`src/rtl/gray_wptr_gen.sv`:
```
// gray_wptr_gen
// -----------------------------------------------------------------------------
// Write-side pointer and full-flag generator for an asynchronous FIFO.
// Keeps the binary write pointer, publishes a registered Gray-coded copy of it
// to the read domain, synchronises the incoming Gray read pointer and derives
// the full / overflow flags from it.
//
// Optional feature (macro GRAY_WPTR_LEVEL_EN): adds a registered fill level and
// an almost-full flag computed from the synchronised read pointer. With the
// macro undefined the extra ports, the AF_MARGIN parameter and their logic are
// absent.
//
// Ports:
//   clk_i          write-domain clock
//   rst_i          synchronous active-high reset
//   wr_en_i        write request
//   rgray_i        Gray read pointer from the read domain (asynchronous)
//   wr_ack_o       write accepted this cycle (wr_en_i & ~full_o, combinational)
//   waddr_o        RAM write address (low ADDR_WIDTH bits of the binary pointer)
//   wgray_o        registered Gray write pointer
//   full_o         registered full flag
//   overflow_o     one-cycle pulse after a write attempted while full
//   wlevel_o       (GRAY_WPTR_LEVEL_EN) registered fill level
//   almost_full_o  (GRAY_WPTR_LEVEL_EN) registered almost-full flag
// -----------------------------------------------------------------------------
module gray_wptr_gen #(
    parameter int ADDR_WIDTH  = 4,
    parameter int SYNC_STAGES = 2
`ifdef GRAY_WPTR_LEVEL_EN
    ,
    parameter int AF_MARGIN   = 2
`endif
) (
    input  logic                  clk_i,
    input  logic                  rst_i,
    input  logic                  wr_en_i,
    input  logic [ADDR_WIDTH:0]   rgray_i,
    output logic                  wr_ack_o,
    output logic [ADDR_WIDTH-1:0] waddr_o,
    output logic [ADDR_WIDTH:0]   wgray_o,
    output logic                  full_o,
    output logic                  overflow_o
`ifdef GRAY_WPTR_LEVEL_EN
    ,
    output logic [ADDR_WIDTH:0]   wlevel_o,
    output logic                  almost_full_o
`endif
);

    localparam logic [ADDR_WIDTH:0] PTR_ONE = {{ADDR_WIDTH{1'b0}}, 1'b1};

    logic [ADDR_WIDTH:0] wbin_reg;
    logic [ADDR_WIDTH:0] wbin_next;
    logic [ADDR_WIDTH:0] wgray_reg;
    logic [ADDR_WIDTH:0] wgray_next;
    logic                full_reg;
    logic                full_next;
    logic                overflow_reg;
    logic                overflow_next;
    logic                wr_ack;

    // Read-pointer synchroniser chain; the last stage is the only one used.
    logic [ADDR_WIDTH:0] sync_reg [SYNC_STAGES];
    logic [ADDR_WIDTH:0] rgray_s;

    // Pointer that the local write pointer must equal for the FIFO to be full:
    // the read pointer advanced by one full lap, which in Gray form means the
    // two top bits inverted and the rest unchanged.
    logic [ADDR_WIDTH:0] full_match;

    assign wr_ack = wr_en_i & ~full_reg;

    always_comb begin
        wbin_next = wbin_reg;
        if (wr_ack) begin
            wbin_next = wbin_reg + PTR_ONE;
        end
    end

    // Binary to Gray on the next-state value so that wgray_o itself comes
    // straight from a flop and never glitches across the domain boundary.
    assign wgray_next[ADDR_WIDTH] = wbin_next[ADDR_WIDTH];
    generate
        for (genvar gi = 0; gi < ADDR_WIDTH; gi++) begin : g_bin2gray
            assign wgray_next[gi] = wbin_next[gi] ^ wbin_next[gi+1];
        end
    endgenerate

    assign rgray_s    = sync_reg[SYNC_STAGES-1];
    assign full_match = {~rgray_s[ADDR_WIDTH:ADDR_WIDTH-1], rgray_s[ADDR_WIDTH-2:0]};

    // Full is evaluated against the post-write pointer so it rises on the very
    // edge that stores the last free entry.
    assign full_next     = (wgray_next == full_match);
    assign overflow_next = wr_en_i & full_reg;

    always_ff @(posedge clk_i) begin
        if (rst_i) begin
            for (int i = 0; i < SYNC_STAGES; i++) begin
                sync_reg[i] <= '0;
            end
        end else begin
            sync_reg[0] <= rgray_i;
            for (int i = 1; i < SYNC_STAGES; i++) begin
                sync_reg[i] <= sync_reg[i-1];
            end
        end
    end

    always_ff @(posedge clk_i) begin
        if (rst_i) begin
            wbin_reg     <= '0;
            wgray_reg    <= '0;
            full_reg     <= 1'b0;
            overflow_reg <= 1'b0;
        end else begin
            wbin_reg     <= wbin_next;
            wgray_reg    <= wgray_next;
            full_reg     <= full_next;
            overflow_reg <= overflow_next;
        end
    end

    assign wr_ack_o   = wr_ack;
    assign waddr_o    = wbin_reg[ADDR_WIDTH-1:0];
    assign wgray_o    = wgray_reg;
    assign full_o     = full_reg;
    assign overflow_o = overflow_reg;

`ifdef GRAY_WPTR_LEVEL_EN
    localparam logic [ADDR_WIDTH:0] AF_THRESH =
        (ADDR_WIDTH+1)'((2**ADDR_WIDTH) - AF_MARGIN);

    logic [ADDR_WIDTH:0] rbin_s;
    logic [ADDR_WIDTH:0] wlevel_reg;
    logic [ADDR_WIDTH:0] wlevel_next;
    logic                almost_full_reg;
    logic                almost_full_next;

    // Gray to binary: each binary bit is the XOR of all Gray bits at and above
    // it, written as a reduction so there is no bit-to-bit feedback chain.
    generate
        for (genvar gi = 0; gi <= ADDR_WIDTH; gi++) begin : g_gray2bin
            assign rbin_s[gi] = ^rgray_s[ADDR_WIDTH:gi];
        end
    endgenerate

    // Modular subtraction yields the level directly, including across wrap.
    assign wlevel_next      = wbin_next - rbin_s;
    assign almost_full_next = (wlevel_next >= AF_THRESH);

    always_ff @(posedge clk_i) begin
        if (rst_i) begin
            wlevel_reg      <= '0;
            almost_full_reg <= 1'b0;
        end else begin
            wlevel_reg      <= wlevel_next;
            almost_full_reg <= almost_full_next;
        end
    end

    assign wlevel_o      = wlevel_reg;
    assign almost_full_o = almost_full_reg;
`endif

endmodule
```
`config.mk`:
```
export PLATFORM = sky130hd
export DESIGN_NAME = gray_wptr_gen
export DESIGN_NICKNAME = d
export VERILOG_FILES = /design/src/rtl/gray_wptr_gen.sv
export SDC_FILE = /design/constraint.sdc
export NUM_CORES = 1
export LEC_CHECK = 0
export ABC_AREA = 0
export ABC_CLOCK_PERIOD_IN_PS = 1700
export BUFFER_PORTS_ARGS = -buffer_cell sky130_fd_sc_hd__buf_2
export CAP_MARGIN = 20
export CORE_AREA = 4 4 48 50
export CTS_CLUSTER_SIZE = 25
export DETAILED_ROUTE_END_ITERATION = 8
export DIE_AREA = 0 0 52 54
export HOLD_SLACK_MARGIN = 0.06
export MAX_ROUTING_LAYER = met4
export PLACE_DENSITY = 0.69
export SETUP_SLACK_MARGIN = 0.5
export SLEW_MARGIN = 15
export SYNTH_ARGS = -nofsm -noshare
export SYNTH_HDL_FRONTEND = slang
export SYNTH_SLANG_ARGS = --single-unit
export TNS_END_PERCENT = 30
```
`constraint.sdc`:
```
create_clock -name clk_i -period 1.7 [get_ports clk_i]
set_input_delay 0.255 -clock clk_i [delete_from_list [all_inputs] [get_ports clk_i]]
set_output_delay 0.255 -clock clk_i [all_outputs]
set_load 0.01 [all_outputs]
```
======== Word-level counts from Yosys, hierarchy flattened ========
Memories as Yosys holds them, arrays and structs flattened.
Index checks and enable logic that the tools add are counted.
Widths: inputs -> output; s select.
word-level totals
  flip-flop bits (word level) ............. 12
  memory bits (writable) .................. 10
  output and inout port bits .............. 12
  word-level logic and storage cells ...... 23
  memories ................................ 1
memories
  memory    words  bits a word  read ports  clocked after Yosys merged registers in  wr ports  RTL line  RTL
  sync_reg  2      5            2           0                                        2         63        logic [ADDR_WIDTH:0] sync_reg [SYNC_STAGES];
operators by class
  add/subtract/negate cells ............... 1
  equality and inequality tests ........... 1
  mux-type cells .......................... 6
  bitwise operators ....................... 10
operators with widths
  kind                 number
  $mux 5               3
  $add 5x1->5 const B  1
  $eq 5x5->1           1
  $xor 1x1->1          4
  $mux 1               3
  $and 1x1->1          2
  $not 2->2            1
  $or 1x1->1           2
  $not 1->1            1

======== Depth between registers and ports, before layout ========
  word-level depth ........................ 5
  gate-level depth with buffers ........... 6
  mapped depth without buffers ............ 6

======== Least setup slack after synthesis ========
Ideal clock, no wire load.
  path kind ............................... register to register
  start point ............................. register full_reg, in the netlist full_o
  end point ............................... register full_reg, in the netlist full_o
  setup time .............................. 103 ps
  arrival time ............................ 1810 ps
  required time ........................... 1597 ps
  path slack .............................. -214 ps
  cell stages (with the launch flop) ...... 7
  cells stage by stage .................... dfxtp_1 -> and2b_1 -> buf_4 -> and4_4 -> xnor3_1 -> or3_1 -> a2111oi_2
on the way
  cells in the longest elaborated chain, start to end .. 5
ends and longest elaborated chain
  element                 RTL line  RTL
  from (decl)             56        logic full_reg;
  from (signal assigned)  119       full_reg <= full_next;
  $not 1->1 (*)           71        assign wr_ack = wr_en_i & ~full_reg;
  $and 1x1->1 (*)         71
  via wr_ack_o            38        output logic wr_ack_o,
  $mux 5 (*)              75        if (wr_ack) begin
  $xor 1x1->1             85        assign wgray_next[gi] = wbin_next[gi] ^ wbin_next[gi+1];
  $eq 5x5->1 (*)          94        assign full_next = (wgray_next == full_match);
Mark *: on every way through the listed nets, which the timed path passes. The rest lies on a longest branch.
A chain may end at the register's enable or synchronous reset.

======== Worst setup path in the final report ========
  start point ............................. register full_reg, in the netlist full_o
  end point ............................... register full_reg, in the netlist full_o
on the way
  cells in the longest elaborated chain, start to end .. 5
ends and longest elaborated chain
  element          RTL line
  $not 1->1 (*)    71
  $and 1x1->1 (*)  71
  $mux 5 (*)       75
  $xor 1x1->1      85
  $eq 5x5->1 (*)   94
Every way passes the cells marked *; elsewhere a longest branch is shown, timed or not.

==> results summary <==
The flow ran to the end, but the final reports show violations. The checks that failed: negative setup slack. After global routing the overflow that remains totals 0. The maximum number of pins on one net before global-route repair came out at 22. The worst vdd rail ir drop is between 0.5 and 0.6 mV. The area share of the largest cell type after synthesis is between 50% and 60%. The core region is 1900 sq um.

The final setup violation count came out at 1. The static power due to leakage is between 0.4 and 0.5 nW. The slew at the pin closest to its max-slew limit came out at about 0.36 ns. The net switching power came out at ~0.23 mW. Derived from the worst setup path, the maximum achievable clock frequency is roughly 570 MHz. The quantity of hold-fixing buffers added after cts came out at 0.

The initial cell density of the core came out at about two fifths. Synthesis produced a netlist with a net count of a little over 80. Of the total synthesized cell area, the portion taken by full adders, half adders and majority gates is between 1.5 and 2%.

The clock root buffer master is sky130_fd_sc_hd__clkbuf_4. The wire length of the first global-routing pass is 2260 um. The area occupied by registers came out at between 400 and 500 sq um. The pre-CTS setup slack is -0.0479 ns. The flip-flop count of the largest register, all copies and words added is 10. The final layout net count came out at 113. The H-tree depth reported by CTS came out at 1. The synthesized netlist devotes 21.6% of its cell area to simple gates. The detailed-router iteration count before antenna repair came out at 4. The clock tree from TritonCTS is built. The slack of the critical path came out at -0.0417 ns. The number of vias per cell after detailed routing came out at between 4 and 5.

The worst-path maximum fanout came out at 3. The antenna cell count came out at 0. The worst hold path belongs to the class in -> reg. The HPWL after detailed placement is between 1000 and 1500 um.

Pin placement for this block handled 20 I/O pins. The clock skew is approximately 0.0086 ns. The highest cell delay on the worst timing path came out at between 0.3 and 0.4 ns. The routability-driven placement congestion ratio is approximately 0.85. The critical path goes through and2b_2, and4_4, xnor3_1, or3_1, a2111oi_2. The remaining design rule violation count is 0.

The number of storage elements in the synthesis netlist is 21. The cell accounting for the most synthesized area is sky130_fd_sc_hd__dfxtp_1. The worst setup path is captured at a flop.

The horizontal die dimension is 52 um. For this design, the slowest cell found on the critical path is sky130_fd_sc_hd__dfxtp_2. Clock tree synthesis found a total of 21 sinks. By area, the combinational part of the netlist is dominated by simple AND/OR/NAND/NOR gates.

The average wire per standard cell came out at 11.0 um. The sequential-to-total area share from yosys stat came out at roughly 53%. The power share of the combinational group is ~17%. The worst slew margin relative to its limit is 75.7%.

The combined buffer and inverter count along the critical path came out at 0. The relative contribution of the clock network to total power is between 20% and 30%. The CTS buffer count is 3. The post-route minimum period is 1.74 ns.

The count of antenna-violating nets left after detailed routing is 0. The sequential group share of total power is 57.0%. Cells with a size suffix above 1 make up between 40% and 50% of the layout.

Relative to the synthesized area, the layout overhead comes to 42.3%. The final critical-path share of the clock period is 102%. The count of input and output buffers is 19. The post-synthesis instance total is 73. The total count of max-transition violations in the final report is 0. The switching share of power is approximately 25%. The total number of vias is approximately 580. Counting along the longest clock path gives a buffer depth of 2. The die footprint is 2810 sq um.

Measured against the total synthesized area, the mux share comes to 2.52%. The kind of cell with the highest combined delay along the critical path is simple AND/OR/NAND/NOR gates. The count of different cell masters after synthesis came out at 21.

The critical setup path kind is reg -> reg. Data on the critical path arrives at its endpoint at a little under 2 ns. The area occupied by multi-input gates is around 430 sq um. The internal power summed over all cells is around 0.70 mW. Setup repair after global routing could not meet its margin everywhere.

The clock-pin slew reported for the worst setup and hold paths after clock tree synthesis is 0.12 ns. Summing the areas of all compound-gate instances in the mapped netlist gives 3.79% of the synthesized area. The height of the die is between 50 and 60 um. The clock latency reported for the late side of the worst-skew pair is 0.30 ns. The number of warnings issued by yosys came out at 0. The setup slack on the worst flop-to-flop path is -0.04 ns. The post-synthesis share of cell area spent on xor and xnor gates came out at about 16%. The number of antenna violations at the first check in global routing is 0. The power per cell area is 817 nW/um^2. The post-detailed-placement cell area came out at 980 sq um. The detailed-route wire length is approximately 1400 um. The number of hold violations in the final report is 0. Global routing used 11.7% of the available tracks.

The mean area per synthesized cell came out at approximately 11 sq um. For this block, the initial DRC count from the detailed router was 2. The required time of the critical path is 1.91 ns.

The final standard cell area without fillers is about 1100 sq um. The kind of launch point of the worst setup path is a flop. The number of violations of the max-capacitance limit came out at 0. The number of global-route vias before repair is 544. The cell row count came out at 16. The total standard cell area after synthesis came out at slightly below 800 sq um.

By area the synthesized netlist is led by sky130_fd_sc_hd__dfxtp_1, sky130_fd_sc_hd__nor2b_1, sky130_fd_sc_hd__xnor2_1, sky130_fd_sc_hd__xnor3_1, sky130_fd_sc_hd__nor2_1. The filler cells instantiated in the layout total approximately 170.
==> cell usage after synthesis <==
library cell,count
sky130_fd_sc_hd__nand3b_1,2
sky130_fd_sc_hd__and2_1,1
sky130_fd_sc_hd__and3_1,1
sky130_fd_sc_hd__a2111oi_2,1
sky130_fd_sc_hd__dfxtp_1,21
sky130_fd_sc_hd__nand3_1,1
sky130_fd_sc_hd__xor2_1,3
sky130_fd_sc_hd__nor2_1,10
sky130_fd_sc_hd__and2b_1,1
sky130_fd_sc_hd__o21ai_0,2
sky130_fd_sc_hd__and4_4,1
sky130_fd_sc_hd__nand2_1,2
sky130_fd_sc_hd__buf_4,1
sky130_fd_sc_hd__xnor2_1,6
sky130_fd_sc_hd__nor2b_1,10
sky130_fd_sc_hd__clkbuf_1,2
sky130_fd_sc_hd__ha_1,1
sky130_fd_sc_hd__a21oi_1,1
sky130_fd_sc_hd__mux2i_1,2
sky130_fd_sc_hd__or3_1,2
sky130_fd_sc_hd__xnor3_1,2
==> routing by layer <==
metal	vias up	wire (um)	GRT usage, %
li1	297	-	-
met1	258	567	11.0
met2	21	739	22.0
met3	5	101	2.77
met4	0	26	6.55
met5	-	0	-
==> per-stage QoR <==
stage	setup TNS, ns	std cells	power, mW	hold WS, ns	util, %
after global placement	0	124	0.657	0.417	51.5
after detailed placement	-0.0479	124	0.661	0.422	51.5
after CTS	-0.0499	130	0.917	0.149	57.3
after floorplan	-0.102	73	0.613	0.327	-
after global routing	-0.129	130	0.972	0.160	59.3
final	-0.0417	130	0.922	0.153	59.3
==> layout make-up <==
| cell class | count | share of cell area, % |
|---|---|---|
| clock buffer | 4 | 2.33 |
| multi-input combinational | 49 | 37.9 |
| sequential | 21 | 38.1 |
| tap | 27 | 2.99 |
| timing repair buffer | 29 | 18.6 |
==> power groups by stage <==
| stage | clock network (mW) | registers, mW | logic [mW] |
|---|---|---|---|
| floorplan | 0 | 0.543 | 0.0702 |
| global placement | 0 | 0.533 | 0.124 |
| detailed placement | 0 | 0.534 | 0.127 |
| CTS | 0.243 | 0.525 | 0.149 |
| global route | 0.270 | 0.528 | 0.173 |
| finish | 0.236 | 0.525 | 0.160 |
==> cell usage in the layout, fill, tap and decap left out, types with 2 or more instances in the layout <==
cell | Yosys | routed
sky130_fd_sc_hd__nand2_1 | 2 | 2
sky130_fd_sc_hd__nor2b_1 | 10 | 10
sky130_fd_sc_hd__buf_6 | 0 | 8
sky130_fd_sc_hd__dfxtp_4 | 0 | 2
sky130_fd_sc_hd__dfxtp_1 | 21 | 17
sky130_fd_sc_hd__xor2_1 | 3 | 2
sky130_fd_sc_hd__buf_4 | 1 | 6
sky130_fd_sc_hd__dfxtp_2 | 0 | 2
sky130_fd_sc_hd__nor2_1 | 10 | 10
sky130_fd_sc_hd__buf_2 | 0 | 15
sky130_fd_sc_hd__clkbuf_4 | 0 | 3
sky130_fd_sc_hd__nand3b_1 | 2 | 2
sky130_fd_sc_hd__xnor3_1 | 2 | 2
sky130_fd_sc_hd__xnor2_1 | 6 | 4
==> final timing paths <==
path	startpoint	end	depth (start not counted)
setup / recovery	full_o	full_o	5
setup reg to reg	full_o	full_o	5
hold reg to reg	sync_reg[0][2]	sync_reg[0][7]	1
hold / removal	rgray_i[0]	sync_reg[0][0]	2
==> timing repair <==
item / CTS / global route
resized for setup: 14 / 7
pin swaps: 3 / 2
setup buffers: 2 / 0
setup endpoints to repair: 11 / 13
==> cell families after synthesis <==
family / count (synthesis)
adders and majority gates: 1
muxes: 2
AOI/OAI and AO/OA: 4
and+or+nand+nor: 31
xor gates and xnor gates: 11
DFF: 21
buffers and inverters: 3
No activity file was read; power rests on OpenSTA's default activity.
